`config.mk`:
```
export PLATFORM = sky130hd
export DESIGN_NAME = smg_scanmux_mod_flat
export DESIGN_NICKNAME = d
export VERILOG_FILES = /design/src/rtl/smg_pkg.sv /design/src/rtl/smg_scanmux_mod_if.sv /design/src/rtl/smg_hexseg_encode.sv /design/src/rtl/smg_scanmux_mod.sv /design/src/flat_wrapper.sv
export SDC_FILE = /design/constraint.sdc
export NUM_CORES = 1
export LEC_CHECK = 0
export ABC_AREA = 1
export BUFFER_PORTS_ARGS = -buffer_cell sky130_fd_sc_hd__buf_2
export CORE_ASPECT_RATIO = 0.9
export CORE_UTILIZATION = 30
export CTS_CLUSTER_DIAMETER = 40
export CTS_CLUSTER_SIZE = 14
export DETAILED_ROUTE_END_ITERATION = 10
export SLEW_MARGIN = 20
export SYNTH_ARGS = -nofsm -noshare
export SYNTH_HDL_FRONTEND = slang
export SYNTH_SLANG_ARGS = --single-unit
```
`constraint.sdc`:
```
create_clock -name CLOCK -period 2.31 [get_ports CLOCK]
set_input_delay 0.1155 -clock CLOCK [delete_from_list [all_inputs] [get_ports CLOCK]]
set_output_delay 0.1155 -clock CLOCK [all_outputs]
set_load 0.05 [all_outputs]
```
`src/rtl/smg_pkg.sv`:
```
// Shared constants and elaboration helpers for the multiplexed seven-segment scanner.
package smg_pkg;

  // Bit index of the decimal point within the 8-bit segment bus.
  localparam int unsigned SEG_DP = 7;

  // Active-high g..a patterns for hex digits 0..F.
  localparam logic [6:0] SEG_TABLE [16] = '{
    7'h3F, 7'h06, 7'h5B, 7'h4F, 7'h66, 7'h6D, 7'h7D, 7'h07,
    7'h7F, 7'h6F, 7'h77, 7'h7C, 7'h39, 7'h5E, 7'h79, 7'h71
  };

  typedef enum logic [0:0] {
    StLit,
    StDark
  } lit_state_e;

  // Cycles per brightness slot; the full digit dwell is this value shifted up by bright_w.
  function automatic int unsigned slot_cycles(input int unsigned clk_hz,
                                              input int unsigned scan_us,
                                              input int unsigned bright_w);
    longint unsigned dwell;
    dwell = (longint'(clk_hz) / 64'd1_000_000) * longint'(scan_us);
    return int'(dwell >> bright_w);
  endfunction

  function automatic int unsigned cnt_width(input int unsigned n);
    return (n > 1) ? $clog2(n) : 1;
  endfunction

endpackage

```
`src/rtl/smg_scanmux_mod_if.sv`:
```
// Data-producer to display-controller bundle: staged display inputs plus the pin-side outputs.
interface smg_scanmux_mod_if #(
  parameter int unsigned DIGITS   = 6,
  parameter int unsigned BRIGHT_W = 4
);
  logic [4*DIGITS-1:0] iData;
  logic [DIGITS-1:0]   iDot;
  logic [BRIGHT_W-1:0] iBright;
  logic                iBlankLZ;
  logic                iLoad;
  logic [7:0]          DIG;
  logic [DIGITS-1:0]   SEL;
  logic                oFrame;
  logic                oPending;

  modport master (
    output iData, iDot, iBright, iBlankLZ, iLoad,
    input  DIG, SEL, oFrame, oPending
  );

  modport slave (
    input  iData, iDot, iBright, iBlankLZ, iLoad,
    output DIG, SEL, oFrame, oPending
  );
endinterface

```
`src/rtl/smg_hexseg_encode.sv`:
```
// Combinational hex nibble to active-high seven-segment (g..a) encoder.
module smg_hexseg_encode
  import smg_pkg::*;
(
  input  logic [3:0] nib_i,
  output logic [6:0] seg_o
);

  assign seg_o = SEG_TABLE[nib_i];

endmodule

```
`src/rtl/smg_scanmux_mod.sv`:
```
// Multiplexed seven-segment scanner: double-buffered digits, PWM brightness via slot counting,
// optional leading-zero blanking, registered polarity-adjusted DIG/SEL outputs.
module smg_scanmux_mod
  import smg_pkg::*;
#(
  parameter int unsigned DIGITS         = 6,
  parameter int unsigned CLK_HZ         = 50_000_000,
  parameter int unsigned SCAN_US        = 1000,
  parameter int unsigned BRIGHT_W       = 4,
  parameter bit          SEG_ACTIVE_LOW = 1'b1,
  parameter bit          SEL_ACTIVE_LOW = 1'b1
) (
  input logic               CLOCK,
  input logic               RESET,
  smg_scanmux_mod_if.slave  bus
);

  localparam int unsigned SLOT = slot_cycles(CLK_HZ, SCAN_US, BRIGHT_W);
  localparam int unsigned PW   = cnt_width(SLOT);
  localparam int unsigned DW   = cnt_width(DIGITS);

  if (SLOT < 1 || DIGITS < 1 || DIGITS > 16) begin : g_bad_cfg
    $error("smg_scanmux_mod: slot length below one cycle or DIGITS outside 1..16");
  end

  localparam logic [PW-1:0]       PRESC_LAST = PW'(SLOT - 1);
  localparam logic [BRIGHT_W-1:0] SLOT_LAST  = '1;
  localparam logic [DW-1:0]       DIGIT_LAST = DW'(DIGITS - 1);
  localparam logic [7:0]          DIG_OFF    = {8{SEG_ACTIVE_LOW}};
  localparam logic [DIGITS-1:0]   SEL_OFF    = {DIGITS{SEL_ACTIVE_LOW}};

  logic [PW-1:0]       presc_q, presc_d;
  logic [BRIGHT_W-1:0] slot_q, slot_d;
  logic [DW-1:0]       digit_q, digit_d;
  lit_state_e          state_q, state_d;

  logic [DIGITS-1:0][3:0] shd_data_q, stg_data_q;
  logic [DIGITS-1:0]      shd_dot_q, stg_dot_q;
  logic [BRIGHT_W-1:0]    shd_bright_q, stg_bright_q;
  logic                   shd_blank_q, stg_blank_q;
  logic                   pending_q;
  logic                   frame_q;
  logic [7:0]             dig_q, dig_d;
  logic [DIGITS-1:0]      sel_q, sel_d;

  logic [DIGITS-1:0][3:0] in_data;
  logic                   presc_wrap, slot_wrap, boundary;
  logic [DIGITS-1:0]      suppress;
  logic                   zero_run;
  logic [6:0]             cur_seg;
  logic [7:0]             lit_dig;
  logic [DIGITS-1:0]      sel_hot;

  assign in_data    = bus.iData;
  assign presc_wrap = (presc_q == PRESC_LAST);
  assign slot_wrap  = presc_wrap && (slot_q == SLOT_LAST);
  assign boundary   = slot_wrap && (digit_q == DIGIT_LAST);

  // Scan counters and per-digit lit/dark machine.
  always_comb begin
    presc_d = presc_q + 1'b1;
    slot_d  = slot_q;
    digit_d = digit_q;
    state_d = state_q;
    if (presc_wrap) begin
      presc_d = '0;
      slot_d  = slot_q + 1'b1;
      if (slot_q == SLOT_LAST) begin
        digit_d = (digit_q == DIGIT_LAST) ? '0 : digit_q + 1'b1;
      end
    end
    unique case (state_q)
      StLit: begin
        if (presc_wrap && (slot_q != SLOT_LAST) && (slot_d > shd_bright_q)) begin
          state_d = StDark;
        end
      end
      StDark: begin
        if (slot_wrap) begin
          state_d = StLit;
        end
      end
      default: state_d = StLit;
    endcase
  end

  always_ff @(posedge CLOCK or negedge RESET) begin
    if (!RESET) begin
      presc_q <= '0;
      slot_q  <= '0;
      digit_q <= '0;
      state_q <= StLit;
    end else begin
      presc_q <= presc_d;
      slot_q  <= slot_d;
      digit_q <= digit_d;
      state_q <= state_d;
    end
  end

  // Double buffer: a strobe landing on the boundary edge goes straight to the shadow.
  always_ff @(posedge CLOCK or negedge RESET) begin
    if (!RESET) begin
      shd_data_q   <= '0;
      shd_dot_q    <= '0;
      shd_bright_q <= '0;
      shd_blank_q  <= 1'b0;
      stg_data_q   <= '0;
      stg_dot_q    <= '0;
      stg_bright_q <= '0;
      stg_blank_q  <= 1'b0;
      pending_q    <= 1'b0;
    end else if (bus.iLoad) begin
      if (boundary) begin
        shd_data_q   <= in_data;
        shd_dot_q    <= bus.iDot;
        shd_bright_q <= bus.iBright;
        shd_blank_q  <= bus.iBlankLZ;
        pending_q    <= 1'b0;
      end else begin
        stg_data_q   <= in_data;
        stg_dot_q    <= bus.iDot;
        stg_bright_q <= bus.iBright;
        stg_blank_q  <= bus.iBlankLZ;
        pending_q    <= 1'b1;
      end
    end else if (boundary && pending_q) begin
      shd_data_q   <= stg_data_q;
      shd_dot_q    <= stg_dot_q;
      shd_bright_q <= stg_bright_q;
      shd_blank_q  <= stg_blank_q;
      pending_q    <= 1'b0;
    end
  end

  // A digit is suppressed while it and every digit above it hold zero; digit 0 never is.
  always_comb begin
    zero_run = shd_blank_q;
    suppress = '0;
    for (int k = int'(DIGITS) - 1; k >= 1; k--) begin
      zero_run    = zero_run && (shd_data_q[k] == 4'h0);
      suppress[k] = zero_run;
    end
  end

  smg_hexseg_encode u_encode (
    .nib_i (shd_data_q[digit_q]),
    .seg_o (cur_seg)
  );

  always_comb begin
    lit_dig         = {1'b0, (suppress[digit_q] ? 7'h00 : cur_seg)};
    lit_dig[SEG_DP] = shd_dot_q[digit_q];
    sel_hot          = '0;
    sel_hot[digit_q] = 1'b1;
    dig_d = '0;
    sel_d = '0;
    if (state_q == StLit) begin
      dig_d = lit_dig;
      sel_d = sel_hot;
    end
  end

  always_ff @(posedge CLOCK or negedge RESET) begin
    if (!RESET) begin
      dig_q   <= DIG_OFF;
      sel_q   <= SEL_OFF;
      frame_q <= 1'b0;
    end else begin
      dig_q   <= dig_d ^ DIG_OFF;
      sel_q   <= sel_d ^ SEL_OFF;
      frame_q <= boundary;
    end
  end

  assign bus.DIG      = dig_q;
  assign bus.SEL      = sel_q;
  assign bus.oFrame   = frame_q;
  assign bus.oPending = pending_q;

endmodule

```
`src/flat_wrapper.sv`:
```
// flat-port wrapper written by rule: the top's interface ports become plain ports
module smg_scanmux_mod_flat import smg_pkg::*;
#(
  parameter int unsigned DIGITS         = 6,
  parameter int unsigned CLK_HZ         = 50_000_000,
  parameter int unsigned SCAN_US        = 1000,
  parameter int unsigned BRIGHT_W       = 4,
  parameter bit          SEG_ACTIVE_LOW = 1'b1,
  parameter bit          SEL_ACTIVE_LOW = 1'b1
)
  (CLOCK, RESET, bus_iData, bus_iDot, bus_iBright, bus_iBlankLZ, bus_iLoad, bus_DIG, bus_SEL, bus_oFrame, bus_oPending);
  smg_scanmux_mod_if #(.DIGITS(DIGITS), .BRIGHT_W(BRIGHT_W)) bus_i ();
  input logic CLOCK;
  input logic RESET;
  input wire logic [$bits(bus_i.iData)-1:0] bus_iData;
  input wire logic [$bits(bus_i.iDot)-1:0] bus_iDot;
  input wire logic [$bits(bus_i.iBright)-1:0] bus_iBright;
  input wire logic [$bits(bus_i.iBlankLZ)-1:0] bus_iBlankLZ;
  input wire logic [$bits(bus_i.iLoad)-1:0] bus_iLoad;
  output wire logic [$bits(bus_i.DIG)-1:0] bus_DIG;
  output wire logic [$bits(bus_i.SEL)-1:0] bus_SEL;
  output wire logic [$bits(bus_i.oFrame)-1:0] bus_oFrame;
  output wire logic [$bits(bus_i.oPending)-1:0] bus_oPending;
  assign bus_i.iData = bus_iData;
  assign bus_i.iDot = bus_iDot;
  assign bus_i.iBright = bus_iBright;
  assign bus_i.iBlankLZ = bus_iBlankLZ;
  assign bus_i.iLoad = bus_iLoad;
  assign bus_DIG = bus_i.DIG;
  assign bus_SEL = bus_i.SEL;
  assign bus_oFrame = bus_i.oFrame;
  assign bus_oPending = bus_i.oPending;
  smg_scanmux_mod #(.DIGITS(DIGITS), .CLK_HZ(CLK_HZ), .SCAN_US(SCAN_US), .BRIGHT_W(BRIGHT_W), .SEG_ACTIVE_LOW(SEG_ACTIVE_LOW), .SEL_ACTIVE_LOW(SEL_ACTIVE_LOW)) u_core (.CLOCK(CLOCK), .RESET(RESET), .bus(bus_i));
endmodule
```
==> results.cfg, run 1 <==
[layout]
diodes = 0
final-instance-count-excl-fill = 967
drive_above_1_share_pct = 20.91
nNetsFinal = 772
fillers = 1815
multi_input_area_um2 = 2537
regArea_um2 = 2670
syn_to_final_growth_pct = 20.07

[logic_synthesis]
synth_warnings = 0
synth_area_um2 = 5574
ys_types = 34
synthCells = 654
ys_ff_latch = 106
synth.net_count = 704
yosysSeqAreaShare_pct = 47.90
avgSynthCellArea_um2 = 8.523

[setup_path]
cp.required_ns = 2.55
crit_path_end_kind = flip-flop
reg2reg_slack_ns = 0.25
critPathBufInv = 3
crit_path_start_kind = flip-flop
r2r_cells = 14
cp.arrival_ns = 2.30
criticalPathCategory = reg -> reg
max_stage_delay_ns = 0.39
r2r_end = u_core.state_q
crit_path_max_fanout = 8
r2r_start = u_core.presc_q[0]
slowest_stage = dfrtp_1
cp_top_family = simple AND/OR/NAND/NOR gates
worstPathCellList = inv_1 -> ha_1 -> nand3_2 -> nor2_4 -> nand2_4 -> inv_6 -> nand2_1 -> o21ai_0 -> inv_1 -> ha_1 -> a21oi_1 -> o21ai_1 -> nand3_1 -> a21boi_0

[pwr]
leakagePower_nw = 3.408
pwr-share-seq_pct = 48.0
powerDensity_nw_per_um2 = 602.1
vdd_drop_max_mv = 0.3676
switching_share_pct = 22.54
pwr-share-clk_pct = 44.8
switchingPower_uw = 908.2
internal_power_mw = 3.121
comb_power_share_pct = 7.1

[drt]
num_vias = 4386
drcViolationCount = 0
viasPerCell = 4.536
totalWireLength_mm = 12.53
drt.antenna.violating_nets = 0
drt-initial-drc-count = 319
drtPass1Iterations = 5
post_drt_wl_per_cell_um = 12.95

[sta]
rsz0062_at_grt = no
clock_skew_ns = 0.009175
worstMarginPinSlew_ns = 0.6844
setup_viol = 0
hold_viol = 0
final.period_utilization_pct = 89.15
timing.fmax_ghz = 0.4856
period_needed_ns = 2.059
tns_ns = 0
maxSlewViolCount = 0
relSlewSlack_pct = 54.37
fin_worst_hold_slack_ns = 0.008938

[global_route]
grt_max_degree = 48
grt_pass1_vias = 4199
grt.overflow.total = 0
antenna_found_initial = 0
grt_pass1_wl_mm = 21.38
grt_use_total_pct = 14.01

[floorplanning]
start_util_pct = 31.14
dieArea_um2 = 19130
core_um2 = 17900
die_h_um = 131.3
ios = 54
die_w_um = 145.7
num_rows = 46

[hold_path]
hold_path.class = in -> reg
holdCritStartpoint = bus_iData[3]
whs_endpoint = u_core.stg_data_q[3]
hold_path_depth = 3

[placed_design]
place_congestion = 0.8097
hpwlAfterDp_mm = 8.667
placed_cells = 928
numPortBuffers = 53

[clocking]
htree_num_levels = 3
cts_tree = built
clock-sinks = 106
cts_max_path_buffers = 2
clkLatencyLatePin_ns = 0.36
cts_root_buf = clkbuf_16
cts_made_buffers = 9
cts.reportedPaths.clkPinSlew_ns = 0.08

[job]
maxCapViolCount = 0

[run_status]
status = finished clean
worst max-delay path by stage:
stage | startpoint | endpoint | slack [ns] | cells after the start
floorplan | u_core.presc_q[0] | u_core.state_q | 0.31 | 13
global placement | u_core.presc_q[0] | u_core.state_q | 0.19 | 13
detailed placement | u_core.presc_q[0] | u_core.state_q | 0.15 | 13
CTS | u_core.presc_q[0] | u_core.state_q | 0.12 | 13
global route | u_core.presc_q[0] | u_core.state_q | 0.007 | 13
finish | u_core.presc_q[0] | u_core.state_q | 0.25 | 14
final cells by class:
type / instances / share of cell area (%)
repair buffers: 91 / 9.796
clock inverters: 7 / 1.851
multi-input cells: 468 / 37.91
flip-flops and latches: 106 / 39.90
well taps: 240 / 4.487
clock buffers: 9 / 3.365
inverters: 46 / 2.692
registers in the layout, summed over array words and instances, names as in the netlist:
signal,count
u_core.shd_dot_q,6
u_core.shd_data_q,24
u_core.digit_q,3
u_core.stg_bright_q,4
u_core.bus.oFrame,1
u_core.shd_blank_q,1
u_core.bus.DIG,8
u_core.shd_bright_q,4
u_core.state_q,1
u_core.bus.SEL,6
u_core.stg_dot_q,6
u_core.slot_q,4
u_core.presc_q,12
u_core.stg_blank_q,1
u_core.bus.oPending,1
u_core.stg_data_q,24
cell families (layout without fill, tap and decap cells):
| kind of cell | after synthesis | in the layout | share of synthesized area (%) |
|---|---|---|---|
| buffers and inverters | 80 | 153 | 6.801 |
| adders and majority gates | 12 | 12 | 2.694 |
| DFF | 106 | 106 | 47.90 |
| muxes | 35 | 35 | 7.071 |
| xor gates and xnor gates | 8 | 8 | 1.257 |
| and+or+nand+nor | 352 | 352 | 26.94 |
| AOI/OAI and AO/OA | 61 | 61 | 7.340 |
cell usage after synthesis:
| cell type | number | area, um^2 |
|---|---|---|
| buf_6 | 6 | 67.56 |
| buf_2 | 6 | 30.03 |
| xor2_1 | 5 | 43.79 |
| ha_1 | 12 | 150.1 |
| xnor2_1 | 3 | 26.28 |
| mux2_2 | 35 | 394.1 |
| dfrtp_1 | 92 | 2302 |
| clkinv_2 | 1 | 5.000 |
| inv_2 | 1 | 3.750 |
| inv_1 | 42 | 157.7 |
| nand3_1 | 77 | 385.4 |
| nand2_8 | 1 | 20.02 |
| nor3_1 | 5 | 25.02 |
| clkbuf_1 | 13 | 48.80 |
| nand2_1 | 218 | 818.3 |
| clkinv_1 | 1 | 3.750 |
| buf_1 | 3 | 11.26 |
| a21oi_1 | 9 | 45.04 |
| nor2_4 | 1 | 11.26 |
| nor2_8 | 1 | 20.02 |
| nand3b_1 | 1 | 7.510 |
| dfstp_2 | 14 | 367.9 |
| nor3_2 | 1 | 10.01 |
| or2_2 | 3 | 18.77 |
| inv_4 | 1 | 6.260 |
| nand2_4 | 2 | 22.52 |
| o21ai_2 | 1 | 8.760 |
| o21ai_0 | 11 | 55.05 |
| nand4_1 | 1 | 6.260 |
| a21boi_0 | 2 | 15.01 |
| o211ai_1 | 38 | 285.3 |
| nor2_1 | 40 | 150.1 |
| nand2_2 | 1 | 6.260 |
| buf_4 | 6 | 45.04 |
layout by cell type (no fill, tap or decap):
master,instances
a21boi_0,2
a21oi_1,9
buf_12,4
buf_2,51
buf_4,16
bufinv_16,3
clkbuf_16,9
clkinv_1,1
clkinv_2,1
dfrtp_1,92
dfstp_2,14
dlygate4sd3_1,20
ha_1,12
inv_1,42
inv_2,1
inv_4,1
inv_6,3
inv_8,1
mux2_2,35
nand2_1,218
nand2_2,1
nand2_4,2
nand2_8,1
nand3_1,76
nand3_2,1
nand3b_1,1
nand4_1,1
nor2_1,39
nor2_4,2
nor2_8,1
nor3_1,5
nor3_2,1
o211ai_1,38
o21ai_0,10
o21ai_1,1
o21ai_2,1
or2_2,3
xnor2_1,3
xor2_1,5
per-layer routing:
layer  global-route usage [%]  share of wire [%]  vias to the layer above
met4                    3.860               0.63                        0
met5                        0                  0                        -
met1                    20.72                 52                     2032
met3                    3.333                4.5                        6
met2                    20.10                 43                       74
li1                         -                  -                     2274
timing repair:
item                                   in CTS  in global routing
gates resized for setup                     0                  6
hold buffers                               20                  0
setup buffers                               0                  3
endpoints found under the hold margin      46                  0
setup endpoints to repair                   0                 28
metrics by stage:
step                      instance area (um^2)  total power [mW]  worst slack [ns]  utilization (%)
final                                     6693             4.029            0.2506            37.39
after global routing                      6693             4.198          0.006810            37.39
after CTS                                 6654             4.090            0.1245            37.17
after detailed placement                  6105             2.237            0.1480            34.10
after global placement                    6105             2.230            0.1886            34.10
after floorplan                           5574             2.119            0.3071                -
power by group through the flow:
stage                     sequential [mW]  clock [mW]  combinational [mW]
after floorplan                      1.96           0               0.154
after global placement               1.97           0               0.263
after detailed placement             1.97           0               0.266
after CTS                            1.94        1.86               0.293
after global routing                 1.94        1.93               0.324
final                                1.94        1.81               0.287
worst reg2reg max path, delay by kind of cell, from the launching register on:
family / cells / cell delay (ns)
fa+ha+maj: 2 / 0.47
buf+inv: 3 / 0.27
compound gates: 4 / 0.36
flops: 1 / 0.39
simple gates: 5 / 0.46
(Power assumes the default switching activity.)
==> inputs of run 2 (changes only) <==
--- a/config.mk
+++ b/config.mk
@@ -7,11 +7,14 @@
 export LEC_CHECK = 0
 export ABC_AREA = 1
 export BUFFER_PORTS_ARGS = -buffer_cell sky130_fd_sc_hd__buf_2
+export CELL_PAD_IN_SITES_DETAIL_PLACEMENT = 1
+export CELL_PAD_IN_SITES_GLOBAL_PLACEMENT = 1
 export CORE_ASPECT_RATIO = 0.9
 export CORE_UTILIZATION = 30
 export CTS_CLUSTER_DIAMETER = 40
 export CTS_CLUSTER_SIZE = 14
 export DETAILED_ROUTE_END_ITERATION = 10
+export PLACE_DENSITY_LB_ADDON = 0.1
 export SLEW_MARGIN = 20
 export SYNTH_ARGS = -nofsm -noshare
 export SYNTH_HDL_FRONTEND = slang
==> results.cfg, run 2 (same netlist as run 1, synthesis figures left out) <==
[run_status]
status = finished clean

[floorplanning]
num_rows = 46
die_h_um = 131.3
core_um2 = 17900
start_util_pct = 31.14
dieArea_um2 = 19130
die_w_um = 145.7
ios = 54

[layout]
nNetsFinal = 780
drive_above_1_share_pct = 20.71
diodes = 0
mostFrequentLayoutCells = 218 x nand2_1, 92 x dfrtp_1, 77 x nand3_1
fillers = 2139
multi_input_area_um2 = 2549
final_common_cell = nand2_1
regArea_um2 = 2670
reg_top3 = u_core.shd_data_q x24, u_core.stg_data_q x24, u_core.presc_q x12
final-instance-count-excl-fill = 974
syn_to_final_growth_pct = 20.74

[hold_path]
holdCritStartpoint = bus_iData[9]
hold_path.class = in -> reg
whs_endpoint = u_core.stg_data_q[9]
hold_path_depth = 3

[clocking]
clock-sinks = 106
cts_made_buffers = 9
cts_root_buf = clkbuf_16
cts.reportedPaths.clkPinSlew_ns = 0.07
htree_num_levels = 3
clkLatencyLatePin_ns = 0.37
cts_tree = built
cts_max_path_buffers = 2

[drt]
totalWireLength_mm = 14.61
viasPerCell = 4.667
drcViolationCount = 0
drt-initial-drc-count = 218
post_drt_wl_per_cell_um = 14.99
drt.antenna.violating_nets = 0
num_vias = 4546
drtPass1Iterations = 4

[setup_path]
crit_path_max_fanout = 9
startpoint = u_core.presc_q[0]
crit_path_start_kind = flip-flop
r2r_end = u_core.state_q
r2r_cells = 13
cp.required_ns = 2.59
crit_path_end_kind = flip-flop
cp.arrival_ns = 2.41
reg2reg_slack_ns = 0.18
criticalPathCategory = reg -> reg
r2r_start = u_core.presc_q[0]

[global_route]
grt_use_total_pct = 16.17
antenna_found_initial = 0
grt_pass1_wl_mm = 24.62
grt_pass1_vias = 4702
grt.overflow.total = 0
grt_max_degree = 63

[sta]
setup_viol = 0
worstMarginPinSlew_ns = 0.7971
fin_worst_hold_slack_ns = 0.01071
final.period_utilization_pct = 92.05
maxSlewViolCount = 0
relSlewSlack_pct = 46.86
clock_skew_ns = 0.01722
rsz0062_at_grt = yes
period_needed_ns = 2.126
hold_viol = 0
timing.fmax_ghz = 0.4703

[placed_design]
numPortBuffers = 53
place_congestion = 0.7771
hpwlAfterDp_mm = 10.06
placed_cells = 929

[job]
maxCapViolCount = 0

[pwr]
leakagePower_nw = 3.421
vdd_drop_max_mv = 0.2877
powerDensity_nw_per_um2 = 582.5
-- run 2: routing by layer --
layer	global-route usage, %	part of all wire [%]	up-vias
li1	-	-	2277
met1	23.11	52	2205
met2	24.56	45	52
met3	3.090	2.3	12
met4	4.912	1.3	0
met5	0	0	-
-- run 2: final cells by class --
class                           count  share of cell area (%)
Timing Repair Buffer               99                   10.58
Tap cell                          240                   4.462
Clock buffer                       11                   3.607
Multi-Input combinational cell    468                   37.87
Clock inverter                      4                   1.097
Inverter                           46                   2.714
Sequential cell                   106                   39.67
-- run 2: critical path, cell delays in order, from the launching register on --
cell and delay, ns:
dfrtp_1 0.40, inv_1 0.09, ha_1 0.15, nand3_1 0.11, nor2_4 0.14, nand2_4 0.11
nor2_4 0.12, xor2_1 0.15, inv_1 0.08, ha_1 0.29, nand2_1 0.05, o21ai_1 0.13
nand3_1 0.08, a21boi_1 0.13
-- run 2: how the worst max path moves through the flow --
stage	slack [ns]	cells after the start	endpoint
6_report	0.18	13	u_core.state_q
3_3_place_gp	0.16	12	u_core.stg_dot_q[2]
4_1_cts	0.01	12	u_core.stg_data_q[14]
2_1_floorplan	0.31	13	u_core.state_q
5_1_grt	-0.001	13	u_core.state_q
3_5_place_dp	0.02	12	u_core.stg_data_q[14]
-- run 2: what timing repair did --
action	CTS	global route
setup endpoints to repair	0	38
resized for setup	0	11
hold buffers	27	0
setup buffers	0	3
endpoints found under the hold margin	47	0
-- run 2: where the power goes --
part           internal, mW  total (mW)  switching [mW]
clock network         0.977        1.68           0.706
logic                 0.144       0.301           0.157
registers              1.91        1.94          0.0267
total                  3.03        3.92           0.889
-- run 2: through the flow --
step	setup TNS, ns	utilization, %	setup WS (ns)	power, mW	instance area (um^2)
2_1_floorplan	0	-	0.3071	2.119	5574
3_3_place_gp	0	34.01	0.1554	2.232	6087
3_5_place_dp	0	34.01	0.02054	2.240	6087
4_1_cts	0	37.29	0.01417	3.992	6674
5_1_grt	-0.001019	37.60	-0.001019	4.084	6730
6_report	0	37.60	0.1836	3.920	6730
